### config.mk
export PLATFORM = sky130hd
export DESIGN_NAME = word_loader
export DESIGN_NICKNAME = d
export VERILOG_FILES = /design/src/rtl/matcher_pkg.sv /design/src/rtl/word_loader.sv
export SDC_FILE = /design/constraint.sdc
export NUM_CORES = 1
export LEC_CHECK = 0
export CORE_ASPECT_RATIO = 0.6
export CORE_UTILIZATION = 55
export CTS_CLUSTER_DIAMETER = 120
export DETAILED_ROUTE_END_ITERATION = 8
export GPL_TIMING_DRIVEN = 1
export HOLD_SLACK_MARGIN = 0.03
export PLACE_DENSITY = 0.84
export SYNTH_ARGS = -nofsm -noshare
export SYNTH_HDL_FRONTEND = slang
export SYNTH_SLANG_ARGS = --single-unit
### constraint.sdc
create_clock -name clk -period 5.8 [get_ports clk]
set_input_delay 0.87 -clock clk [delete_from_list [all_inputs] [get_ports clk]]
set_output_delay 0.87 -clock clk [all_outputs]
set_load 0.1 [all_outputs]
### src/rtl/matcher_pkg.sv
// Shared types and constants for the vocabulary matcher and its word loader.
package matcher_pkg;

  typedef enum logic [2:0] {
    IDLE,
    LOAD,
    TERM,
    START,
    WAIT,
    REPORT,
    DRAIN
  } loader_state_t;

  typedef enum logic [1:0] {
    M_IDLE,
    M_SEARCH,
    M_DONE
  } matcher_state_t;

  localparam logic [7:0] NUL_CHAR         = 8'h00;
  localparam logic [7:0] DEFAULT_SEP_CHAR = 8'h20;

endpackage

### src/rtl/word_loader.sv
// Splits a byte stream into words, writes each one NUL-terminated into the
// matcher's input buffer, runs one match per word and reports the verdict.
module word_loader
  import matcher_pkg::*;
#(
  parameter int                    ADDR_WIDTH = 4,
  parameter int                    DATA_WIDTH = 8,
  parameter logic [DATA_WIDTH-1:0] SEP_CHAR   = DATA_WIDTH'(DEFAULT_SEP_CHAR),
  parameter int                    TIMEOUT    = 255
) (
  input  logic                  clk,
  input  logic                  rst,
  input  logic                  in_valid,
  input  logic [DATA_WIDTH-1:0] in_data,
  input  logic                  in_last,
  output logic                  in_ready,
  input  logic [ADDR_WIDTH-1:0] base_addr,
  output logic                  mem_we,
  output logic [ADDR_WIDTH-1:0] mem_addr,
  output logic [DATA_WIDTH-1:0] mem_wdata,
  output logic                  match_cs,
  input  logic                  match_done,
  input  logic                  match_found,
  output logic                  match_clr,
  output logic                  res_valid,
  output logic                  res_found,
  output logic                  res_err,
  output logic [ADDR_WIDTH-1:0] res_len
);

  localparam int                    TW          = $clog2(TIMEOUT + 1);
  localparam logic [ADDR_WIDTH-1:0] MAX_LEN     = '1;
  localparam logic [TW-1:0]         TIMER_LIMIT = TW'(TIMEOUT);

  loader_state_t         state_q, state_d;
  logic [ADDR_WIDTH-1:0] ptr_q, ptr_d;
  logic [ADDR_WIDTH-1:0] len_q, len_d;
  logic [TW-1:0]         timer_q, timer_d, timer_inc;
  logic                  nul_pend_q, nul_pend_d;
  logic                  accept, is_sep;

  logic                  in_ready_d, mem_we_d, match_cs_d, match_clr_d;
  logic                  res_valid_d, res_found_d, res_err_d;
  logic [ADDR_WIDTH-1:0] mem_addr_d, res_len_d;
  logic [DATA_WIDTH-1:0] mem_wdata_d;

  assign accept    = in_valid && in_ready;
  assign is_sep    = (in_data == SEP_CHAR) || (in_data == DATA_WIDTH'(NUL_CHAR));
  assign timer_inc = timer_q + TW'(1);

  // Outputs are computed for the state being entered and registered with it,
  // so every strobe is visible during the cycle its state is held.
  always_comb begin
    state_d     = state_q;
    ptr_d       = ptr_q;
    len_d       = len_q;
    timer_d     = timer_q;
    nul_pend_d  = nul_pend_q;
    mem_we_d    = 1'b0;
    mem_addr_d  = '0;
    mem_wdata_d = '0;
    match_cs_d  = 1'b0;
    match_clr_d = 1'b0;
    res_valid_d = 1'b0;
    res_found_d = 1'b0;
    res_err_d   = 1'b0;
    res_len_d   = '0;

    unique case (state_q)
      IDLE: begin
        if (accept && !is_sep) begin
          mem_we_d    = 1'b1;
          mem_addr_d  = base_addr;
          mem_wdata_d = in_data;
          ptr_d       = base_addr + ADDR_WIDTH'(1);
          len_d       = ADDR_WIDTH'(1);
          state_d     = in_last ? TERM : LOAD;
          nul_pend_d  = in_last;
        end
      end
      LOAD: begin
        if (accept) begin
          if (is_sep) begin
            mem_we_d    = 1'b1;
            mem_addr_d  = ptr_q;
            mem_wdata_d = DATA_WIDTH'(NUL_CHAR);
            state_d     = TERM;
          end else if (len_q == MAX_LEN) begin
            res_valid_d = 1'b1;
            res_err_d   = 1'b1;
            res_len_d   = MAX_LEN;
            state_d     = in_last ? IDLE : DRAIN;
          end else begin
            mem_we_d    = 1'b1;
            mem_addr_d  = ptr_q;
            mem_wdata_d = in_data;
            ptr_d       = ptr_q + ADDR_WIDTH'(1);
            len_d       = len_q + ADDR_WIDTH'(1);
            state_d     = in_last ? TERM : LOAD;
            nul_pend_d  = in_last;
          end
        end
      end
      DRAIN: begin
        if (accept && (is_sep || in_last)) state_d = IDLE;
      end
      TERM: begin
        // A word ended by in_last on a character still owes its NUL here.
        if (nul_pend_q) begin
          nul_pend_d  = 1'b0;
          mem_we_d    = 1'b1;
          mem_addr_d  = ptr_q;
          mem_wdata_d = DATA_WIDTH'(NUL_CHAR);
        end else begin
          match_cs_d = 1'b1;
          timer_d    = TW'(1);
          state_d    = START;
        end
      end
      START: state_d = WAIT;
      WAIT: begin
        timer_d = timer_inc;
        if (match_done || (timer_inc == TIMER_LIMIT)) begin
          res_valid_d = 1'b1;
          match_clr_d = 1'b1;
          res_found_d = match_done && match_found;
          res_err_d   = !match_done;
          res_len_d   = len_q;
          state_d     = REPORT;
        end
      end
      REPORT:  state_d = IDLE;
      default: state_d = IDLE;
    endcase

    in_ready_d = (state_d == IDLE) || (state_d == LOAD) || (state_d == DRAIN);
  end

  always_ff @(posedge clk) begin
    if (rst) begin
      state_q    <= IDLE;
      ptr_q      <= '0;
      len_q      <= '0;
      timer_q    <= '0;
      nul_pend_q <= 1'b0;
      in_ready   <= 1'b0;
      mem_we     <= 1'b0;
      mem_addr   <= '0;
      mem_wdata  <= '0;
      match_cs   <= 1'b0;
      match_clr  <= 1'b0;
      res_valid  <= 1'b0;
      res_found  <= 1'b0;
      res_err    <= 1'b0;
      res_len    <= '0;
    end else begin
      state_q    <= state_d;
      ptr_q      <= ptr_d;
      len_q      <= len_d;
      timer_q    <= timer_d;
      nul_pend_q <= nul_pend_d;
      in_ready   <= in_ready_d;
      mem_we     <= mem_we_d;
      mem_addr   <= mem_addr_d;
      mem_wdata  <= mem_wdata_d;
      match_cs   <= match_cs_d;
      match_clr  <= match_clr_d;
      res_valid  <= res_valid_d;
      res_found  <= res_found_d;
      res_err    <= res_err_d;
      res_len    <= res_len_d;
    end
  end

endmodule

* Word-level counts from Yosys, hierarchy flattened
Cells that the tools add are included.
W data, S select, Z words.
** Word-level totals
- Register bits :: 43
- Input port bits :: 18
- Output and inout bits :: 23
- Word-level logic and storage cells :: 117
** Cells by class
- Add/subtract/negate cells :: 4
- Equal/unequal tests :: 15
- Multiplexer cells :: 57
- Bitwise logic cells :: 3
- Reductions and logical operators :: 23
** Operators with widths (count)
- $mux W4 :: 17
- $mux W8 :: 5
- $pmux W8 S2 :: 2
- $mux W3 :: 8
- $pmux W4 S2 :: 3
- $pmux W3 S6 :: 1
- $mux W1 :: 15
- $add A4 B1 Y4 const B :: 3
- $pmux W4 S3 :: 1
- $ne A2 B2 Y1 const B :: 5
- $reduce_and A5 Y1 :: 2
- $eq A3 B3 Y1 const B :: 3
- $add A8 B1 Y8 const B :: 1
- $eq A8 B6 Y1 const B :: 1
- $eq A8 B8 Y1 const B :: 1
- $logic_not A8 Y1 :: 1
- $eq A3 B1 Y1 const B :: 2
- $eq A3 B2 Y1 const B :: 2
- $logic_not A3 Y1 :: 2
- $pmux W1 S3 :: 2
- $logic_or A1 B1 Y1 :: 5
- $eq A4 B4 Y1 const B :: 1
- $logic_and A1 B1 Y1 :: 4
- $pmux W1 S2 :: 2
- 8 further kinds :: 13

* Logic depth before layout (Yosys ltp)
Gate-level depths: netlist (run 1).
- Depth in word-level cells :: 9
- Depth in mapped cells :: 10
- Gate-level depth less buffers :: 9

* Worst setup path after synthesis (run 1)
No wires, ideal clock.
- Path type :: reg2reg
- From :: register in_ready
- To :: register len_q[3]
- Setup time :: 0.070 ns
- Arrival time :: 2.311 ns
- Data required time :: 5.730 ns
- Path slack :: 3.419 ns
- Cell stages (with the launch flop) :: 7
- Path buffers :: 1
- Period minus slack after synthesis :: 2.381 ns
- Cell sequence :: dfxtp_1 nand4bb_1 a21o_1 nand2b_1 clkbuf_1 or4_1 a21oi_1
** On the way
- Cells in the longest elaborated chain, start to end :: 4
- Elaborated cells between the ends (all ways) :: 5
- Those cells by class :: eq/ne: 2; reduce/logical: 3
** RTL lines
- from (decl) :: line word_loader.sv:16 : output logic in_ready,
- from (signal assigned) :: line word_loader.sv:162 : in_ready <= in_ready_d;
- $logic_and A1 B1 Y1 * :: line word_loader.sv:47 : assign accept = in_valid && in_ready;
- $logic_and A1 B1 Y1 :: line word_loader.sv:71 : if (accept && !is_sep) begin
- $ne A2 B2 Y1 (no line)
- $reduce_and A5 Y1 (no line) *
- to (signal assigned) :: line word_loader.sv:159 : len_q <= len_d;
- to (decl) :: line word_loader.sv:37 : logic [ADDR_WIDTH-1:0] len_q, len_d;
Mark *: on every way between the ends. The rest lies on a longest branch, timed or not.
A chain may end at the register's enable or synchronous reset.

* Worst setup path after layout (run 1)
- From :: register in_ready
- To :: output in_ready
No word-level cell between the ends.

==> results of run 1 <==
registers in the layout (all words and copies together) (netlist names):
register,count
match_cs,1
match_clr,1
ptr_q,4
res_valid,1
res_found,1
mem_addr,4
state_q,3
len_q,4
timer_q,8
res_err,1
mem_we,1
nul_pend_q,1
mem_wdata,8
in_ready,1
res_len,4
stage by stage:
stage / worst slack, ns / utilization / instance area [µm²]
final: 3.09 / 0.769 / 2650
after floorplan: 3.42 / - / 2090
after detailed placement: 2.85 / 0.730 / 2510
after global routing: 3.00 / 0.769 / 2650
after CTS: 3.08 / 0.769 / 2650
after global placement: 2.89 / 0.730 / 2510
final timing paths:
| check | from | endpoint | slack (ns) | cells after the start |
|---|---|---|---|---|
| worst max-delay path | in_ready$_SDFF_PP0_ | in_ready | 3.09 | 1 |
| worst min-delay path | len_q[3]$_SDFFE_PP0P_ | res_len[3]$_SDFF_PP0_ | 0.47 | 2 |
| worst max register to register | state_q[0]$_SDFF_PP0_ | ptr_q[2]$_SDFFE_PP0P_ | 3.47 | 6 |
| worst min register to register | len_q[3]$_SDFFE_PP0P_ | res_len[3]$_SDFF_PP0_ | 0.47 | 2 |
kinds of logic (layout without fill, tap and decap cells):
group,count (synthesis),in the layout,share of synthesized area
AOI/OAI and AO/OA,71,71,0.218
and+or+nand+nor,116,116,0.288
buffers and inverters,18,57,0.0365
adders and majority gates,6,6,0.0359
DFF,43,43,0.412
muxes,2,2,0.00958
power groups by stage:
stage	logic, mW	registers [mW]	clock network, mW
3_3_place_gp	0.173	0.337	0
2_1_floorplan	0.0853	0.379	0
3_5_place_dp	0.177	0.337	0
6_report	0.181	0.331	0.279
5_1_grt	0.195	0.334	0.293
4_1_cts	0.179	0.331	0.278
cell usage in the layout (no fill, tap or decap), types with 4 or more instances in the layout:
| cell type | instances |
|---|---|
| nand2_1 | 31 |
| ha_1 | 6 |
| dfxtp_1 | 43 |
| o21ai_0 | 10 |
| o21ai_1 | 5 |
| nand2b_1 | 4 |
| a31oi_1 | 4 |
| inv_1 | 5 |
| and2_1 | 13 |
| nand3_1 | 10 |
| a21oi_1 | 24 |
| clkdlybuf4s50_1 | 40 |
| nor2_1 | 29 |
| clkbuf_8 | 5 |
routing by layer:
metal	global-route usage	routed length, µm
met3	0.0833	537
met4	0.0760	59
met2	0.410	2100
met1	0.465	2620
met5	0	0
cell type report:
type                    instances  share of cell area
multi-input cells             195               0.435
flip-flops and latches         43               0.325
repair buffers                 43               0.160
clock buffers                   6              0.0274
clock inverters                 2              0.0227
well taps                      45              0.0213
inverters                       6             0.00851
==> qor.yml, run 1 <==
crit_path_start_kind: "flop"
syn_avg_cell_area_um2: 8.16
overflow: 0
worst_slew_pin_slew_ns: 0.993
cts-resized-gates: 0
hold_slack_ns: 0.473
postCtsSetupBuffers: 0
rsz0062_at_grt: "no"
drt_iter0_markers: 175
ys_warn_count: 0
die_y_um: 49.7
die_w_um: 81.6
post-route-period-util: 0.468
num_io_pins: 41
cts_hold_buf: 0
core_mm2: 0.00344
worst-path-max-fanout: 4
clkSlewWorstSetupHoldPaths_ns: 0.09
rows: 16
slew_headroom: 0.336
vdd_drop_max_v: 0.000209
syn_nets: 280
timing.fmax_ghz: 0.369
finalHoldViolCount: 0
cts.sinks: 43
regArea_um2: 861
grt_pass1_wl_um: 9250
required_ns: 4.93
finalSetupTns_ns: 0
synthArstFlopShare: 0
firstDrtPassIters: 4
drt_wl_total_um: 5320
antenna_found_initial: 0
cp_cell_sequence: "clkdlybuf4s50_1"
clockBufferDepth: 2
seq_area_frac_synth: 0.412
slowest_stage: "clkdlybuf4s50_1"
hp-class: "flop to flop"
drive_above_1_share: 0.0542
dieArea_mm2: 0.00406
finalSetupViolCount: 0
multi_input_area_mm2: 0.00115
report.power.total_mw: 0.791
maxCapViolations: 0
viasPerCell: 6.01
cts_buffers: 5
cpLargestDelayFamily: "buffers and inverters"
root_buffer: "clkbuf_8"
synthTopCellsByCount: "43 x dfxtp_1, 31 x nand2_1, 29 x nor2_1"
yosysTopAreaCellShare: 0.412
switching_share: 0.316
yosysUniqueCellTypes: 50
dp.cells: 332
clock_skew_ns: 0.00964
slowest_delay_ns: 1.15
synth_top_flop_cell: "dfxtp_1"
stdcell_count: 340
antenna_cells: 0
worstPathArrival_ns: 1.84
synth_edf_count: 0
cts_tree: "built"
p_leak_nw: 0.953
syn_area_mm2: 0.00209
power.internal_mw: 0.541
track_usage: 0.303
portBuffers: 40
dpl.hpwl_um: 3810
vias: 2045
min_period_ns: 2.71
p_comb_frac: 0.229
initial_core_util: 0.607
ys_ff_latch: 43
routedWlPerCell_um: 15.7
p_per_area_mw_per_mm2: 299
syn2layout_area_growth_pct: 26.7
clock_latency_ns: 0.30
p_clk_frac: 0.352
final_max_slew_viol_count: 0
pwr-share-seq: 0.419
synth.most_common_cell: "dfxtp_1"
grt_max_degree: 28
nets: 318
grt_pass1_vias: 1857
htreeDepth: 2
critPathKind: "flop to output port"
nFillCells: 249
drc: 0
status: "finished clean"
synthCells: 256
net-switching-power_mw: 0.250
gp_congestion: 0.948
critPathBufInv: 1
crit_path_end_kind: "output port"
synth_area_leader_cell: "dfxtp_1"
postRouteAntennaNets: 0
yosys-top-cells-area: "dfxtp_1 41%, a21oi_1 5.7%, nand2_1 5.6%, nor2_1 5.2%, and2_1 3.9%"
(Power assumes the default switching activity.)
==> run 2, diff against run 1 <==
--- a/config.mk
+++ b/config.mk
@@ -6,12 +6,12 @@
 export NUM_CORES = 1
 export LEC_CHECK = 0
 export CORE_ASPECT_RATIO = 0.6
-export CORE_UTILIZATION = 55
+export CORE_UTILIZATION = 46
 export CTS_CLUSTER_DIAMETER = 120
 export DETAILED_ROUTE_END_ITERATION = 8
 export GPL_TIMING_DRIVEN = 1
 export HOLD_SLACK_MARGIN = 0.03
-export PLACE_DENSITY = 0.84
+export PLACE_DENSITY = 0.75
 export SYNTH_ARGS = -nofsm -noshare
 export SYNTH_HDL_FRONTEND = slang
 export SYNTH_SLANG_ARGS = --single-unit
==> constraint.sdc (replaced) <==
create_clock -name clk -period 2.3 [get_ports clk]
set_input_delay 0.345 -clock clk [delete_from_list [all_inputs] [get_ports clk]]
set_output_delay 0.345 -clock clk [all_outputs]
set_load 0.1 [all_outputs]
==> run 2 against run 1 <==
Effect of this change: power grew 130%; highest routed layer unchanged; worst setup slack lost 2.9 ns; clock skew shrank 0.0050 ns; critical path type is now flop to flop.
==> qor.yml, run 2 (synthesis results as in run 1) <==
dp.cells: 364  # was 332
layout_setup_ws_ns: 0.173  # was 3.09 ns
die_y_um: 54.2  # was 49.7 µm
regArea_um2: 862  # was 861 µm²
grt_max_degree: 16  # was 28
firstDrtPassIters: 5  # was 4
finalSetupTns_ns: 0  # unchanged
maxCapViolations: 0  # unchanged
grt_pass1_vias: 1619  # was 1857
vias: 2033  # was 2045
initial_core_util: 0.493  # was 0.607
syn2layout_area_growth_pct: 29.1  # was 26.7%
antenna_found_initial: 0  # unchanged
hold_slack_ns: 0.485  # was 0.473 ns
viasPerCell: 5.47  # was 6.01
portBuffers: 40  # unchanged
clkSlewWorstSetupHoldPaths_ns: 0.09  # about the same
report.power.total_mw: 1.82  # was 0.791 mW
routedWlPerCell_um: 13.7  # was 15.7 µm
drive_above_1_share: 0.186  # was 0.0542
dieArea_mm2: 0.00482  # was 0.00406 mm²
slew_headroom: 0.653  # was 0.336
rsz0062_at_grt: "no"  # unchanged
rrSetupSlack_ns: 0.17  # was 3.47 ns
cts.sinks: 43  # unchanged
final_util: 0.637  # was 0.769
worstPathArrival_ns: 2.36  # was 1.84 ns
p_leak_nw: 1.06  # was 0.953 nW
final_cell_mix: "43 x buf_4, 42 x dfxtp_1, 31 x nand2_1, 29 x nor2_1, 24 x a21oi_1"  # was 43 x dfxtp_1, 40 x clkdlybuf4s50_1, 31 x nand2_1, 29 x nor2_1, 24 x a21oi_1
clockBufferDepth: 2  # unchanged
hp-class: "flop to flop"  # unchanged
place_area_mm2: 0.00261  # was 0.00251 mm²
stdcell_count: 372  # was 340
cts_hold_buf: 0  # unchanged
postRouteAntennaNets: 0  # unchanged
worst-path-max-fanout: 10  # was 4
dpl.hpwl_um: 3790  # was 3810 µm
post-route-period-util: 0.925
startpoint: "len_q[0]$_SDFFE_PP0P_"  # was in_ready$_SDFF_PP0_
nets: 335  # was 318
pre_cts_slack_ns: 0.0754  # was 2.85 ns
final_common_cell: "buf_4"  # was dfxtp_1
root_buffer: "clkbuf_8"  # unchanged
cts-resized-gates: 0  # unchanged
worstReg2RegEnd: "len_q[3]$_SDFFE_PP0P_"  # was ptr_q[2]$_SDFFE_PP0P_
finalSetupViolCount: 0  # unchanged
min_period_ns: 2.13
finalHoldViolCount: 0  # unchanged
required_ns: 2.53  # was 4.93 ns
status: "finished clean"  # unchanged
p_per_area_mw_per_mm2: 673  # was 299 mW/mm²
drt_wl_total_um: 5090  # was 5320 µm
reg_top3: "mem_wdata x8, timer_q x8"  # unchanged
drc: 0  # unchanged
clock_latency_ns: 0.29  # was 0.30 ns
gp_congestion: 0.875  # was 0.948
nFillCells: 394  # was 249
timing.fmax_ghz: 0.470
cts_tree: "built"  # unchanged
fin_area_mm2: 0.00270  # was 0.00265 mm²
timing.rr.start: "len_q[0]$_SDFFE_PP0P_"  # was state_q[0]$_SDFF_PP0_
critPathKind: "flop to flop"  # was flop to output port
cp-endpoint: "len_q[3]$_SDFFE_PP0P_"  # was in_ready
crit_path_start_kind: "flop"  # unchanged
num_io_pins: 41  # unchanged
vdd_drop_max_v: 0.000441  # was 0.000209 V
crit_path_end_kind: "flop"  # was output port
die_w_um: 89.0  # was 81.6 µm
worst_slew_pin_slew_ns: 0.520  # was 0.993 ns
rows: 18  # was 16
clock_skew_ns: 0.00468  # was 0.00964 ns
track_usage: 0.232  # was 0.303
overflow: 0  # unchanged
r2r_cells: 7  # was 6
core_mm2: 0.00423  # was 0.00344 mm²
postCtsSetupBuffers: 0  # unchanged
cts_buffers: 5  # unchanged
final_max_slew_viol_count: 0  # unchanged
drt_iter0_markers: 129  # was 175
grt_pass1_wl_um: 8160  # was 9250 µm
htreeDepth: 2  # unchanged
multi_input_area_mm2: 0.00115  # unchanged
antenna_cells: 0  # unchanged
run 2: cell types whose count changed in the layout (fill, tap and decap cells not counted), sizes merged:
cell	change
buf	+40
clkdlybuf4s50	-23
bufinv	-2
clkinvlp	+2
clkbuf	-1
inv	+1
run 2: how the worst min path moves through the flow:
stage                     depth (start not counted)             startpoint                     to  slack, ns
after global routing                              2  len_q[3]$_SDFFE_PP0P_  res_len[3]$_SDFF_PP0_       0.52
final                                             2  len_q[3]$_SDFFE_PP0P_  res_len[3]$_SDFF_PP0_       0.48
after detailed placement                          2  len_q[3]$_SDFFE_PP0P_  res_len[3]$_SDFF_PP0_       0.47
after global placement                            2  len_q[3]$_SDFFE_PP0P_  res_len[3]$_SDFF_PP0_       0.47
after CTS                                         2  len_q[3]$_SDFFE_PP0P_  res_len[3]$_SDFF_PP0_       0.48
after floorplan                                   2  len_q[3]$_SDFFE_PP0P_  res_len[3]$_SDFF_PP0_       0.43
run 2: layout make-up:
class / count / share of cell area
clock buffer: 5 / 0.0255
clock inverter: 3 / 0.00881
inverter: 6 / 0.00835
multi-input combinational: 195 / 0.427
sequential: 43 / 0.320
tap: 60 / 0.0278
timing repair buffer: 60 / 0.183
run 2: where the power goes:
part	switching, mW	internal, mW
combinational	0.329	0.176
sequential	0.0343	0.786
clock	0.273	0.217
total	0.637	1.18
run 2: worst max-delay path, cell delays in order, from the launching register on:
cell and delay, ns:
dfxtp_1 0.36, ha_1 0.26, nand3_1 0.18, inv_2 0.08, a21o_1 0.21, nand2b_1 0.30, or4_1 0.53, a21oi_1 0.14
run 2: per-layer routing:
layer,global-route usage,share of wire
met1,0.372,0.53
met2,0.292,0.37
met3,0.0736,0.10
met4,0.0291,0.0035
met5,0,0
==> run 3, diff against run 2 <==
--- a/config.mk
+++ b/config.mk
@@ -7,6 +7,7 @@
 export LEC_CHECK = 0
 export CORE_ASPECT_RATIO = 0.6
 export CORE_UTILIZATION = 46
+export CTS_BUF_LIST = sky130_fd_sc_hd__clkbuf_4 sky130_fd_sc_hd__clkbuf_8 sky130_fd_sc_hd__clkbuf_16
 export CTS_CLUSTER_DIAMETER = 120
 export DETAILED_ROUTE_END_ITERATION = 8
 export GPL_TIMING_DRIVEN = 1
==> results of run 3 <==
No change in the layout: final DEF, timing and power equal those of run 2.
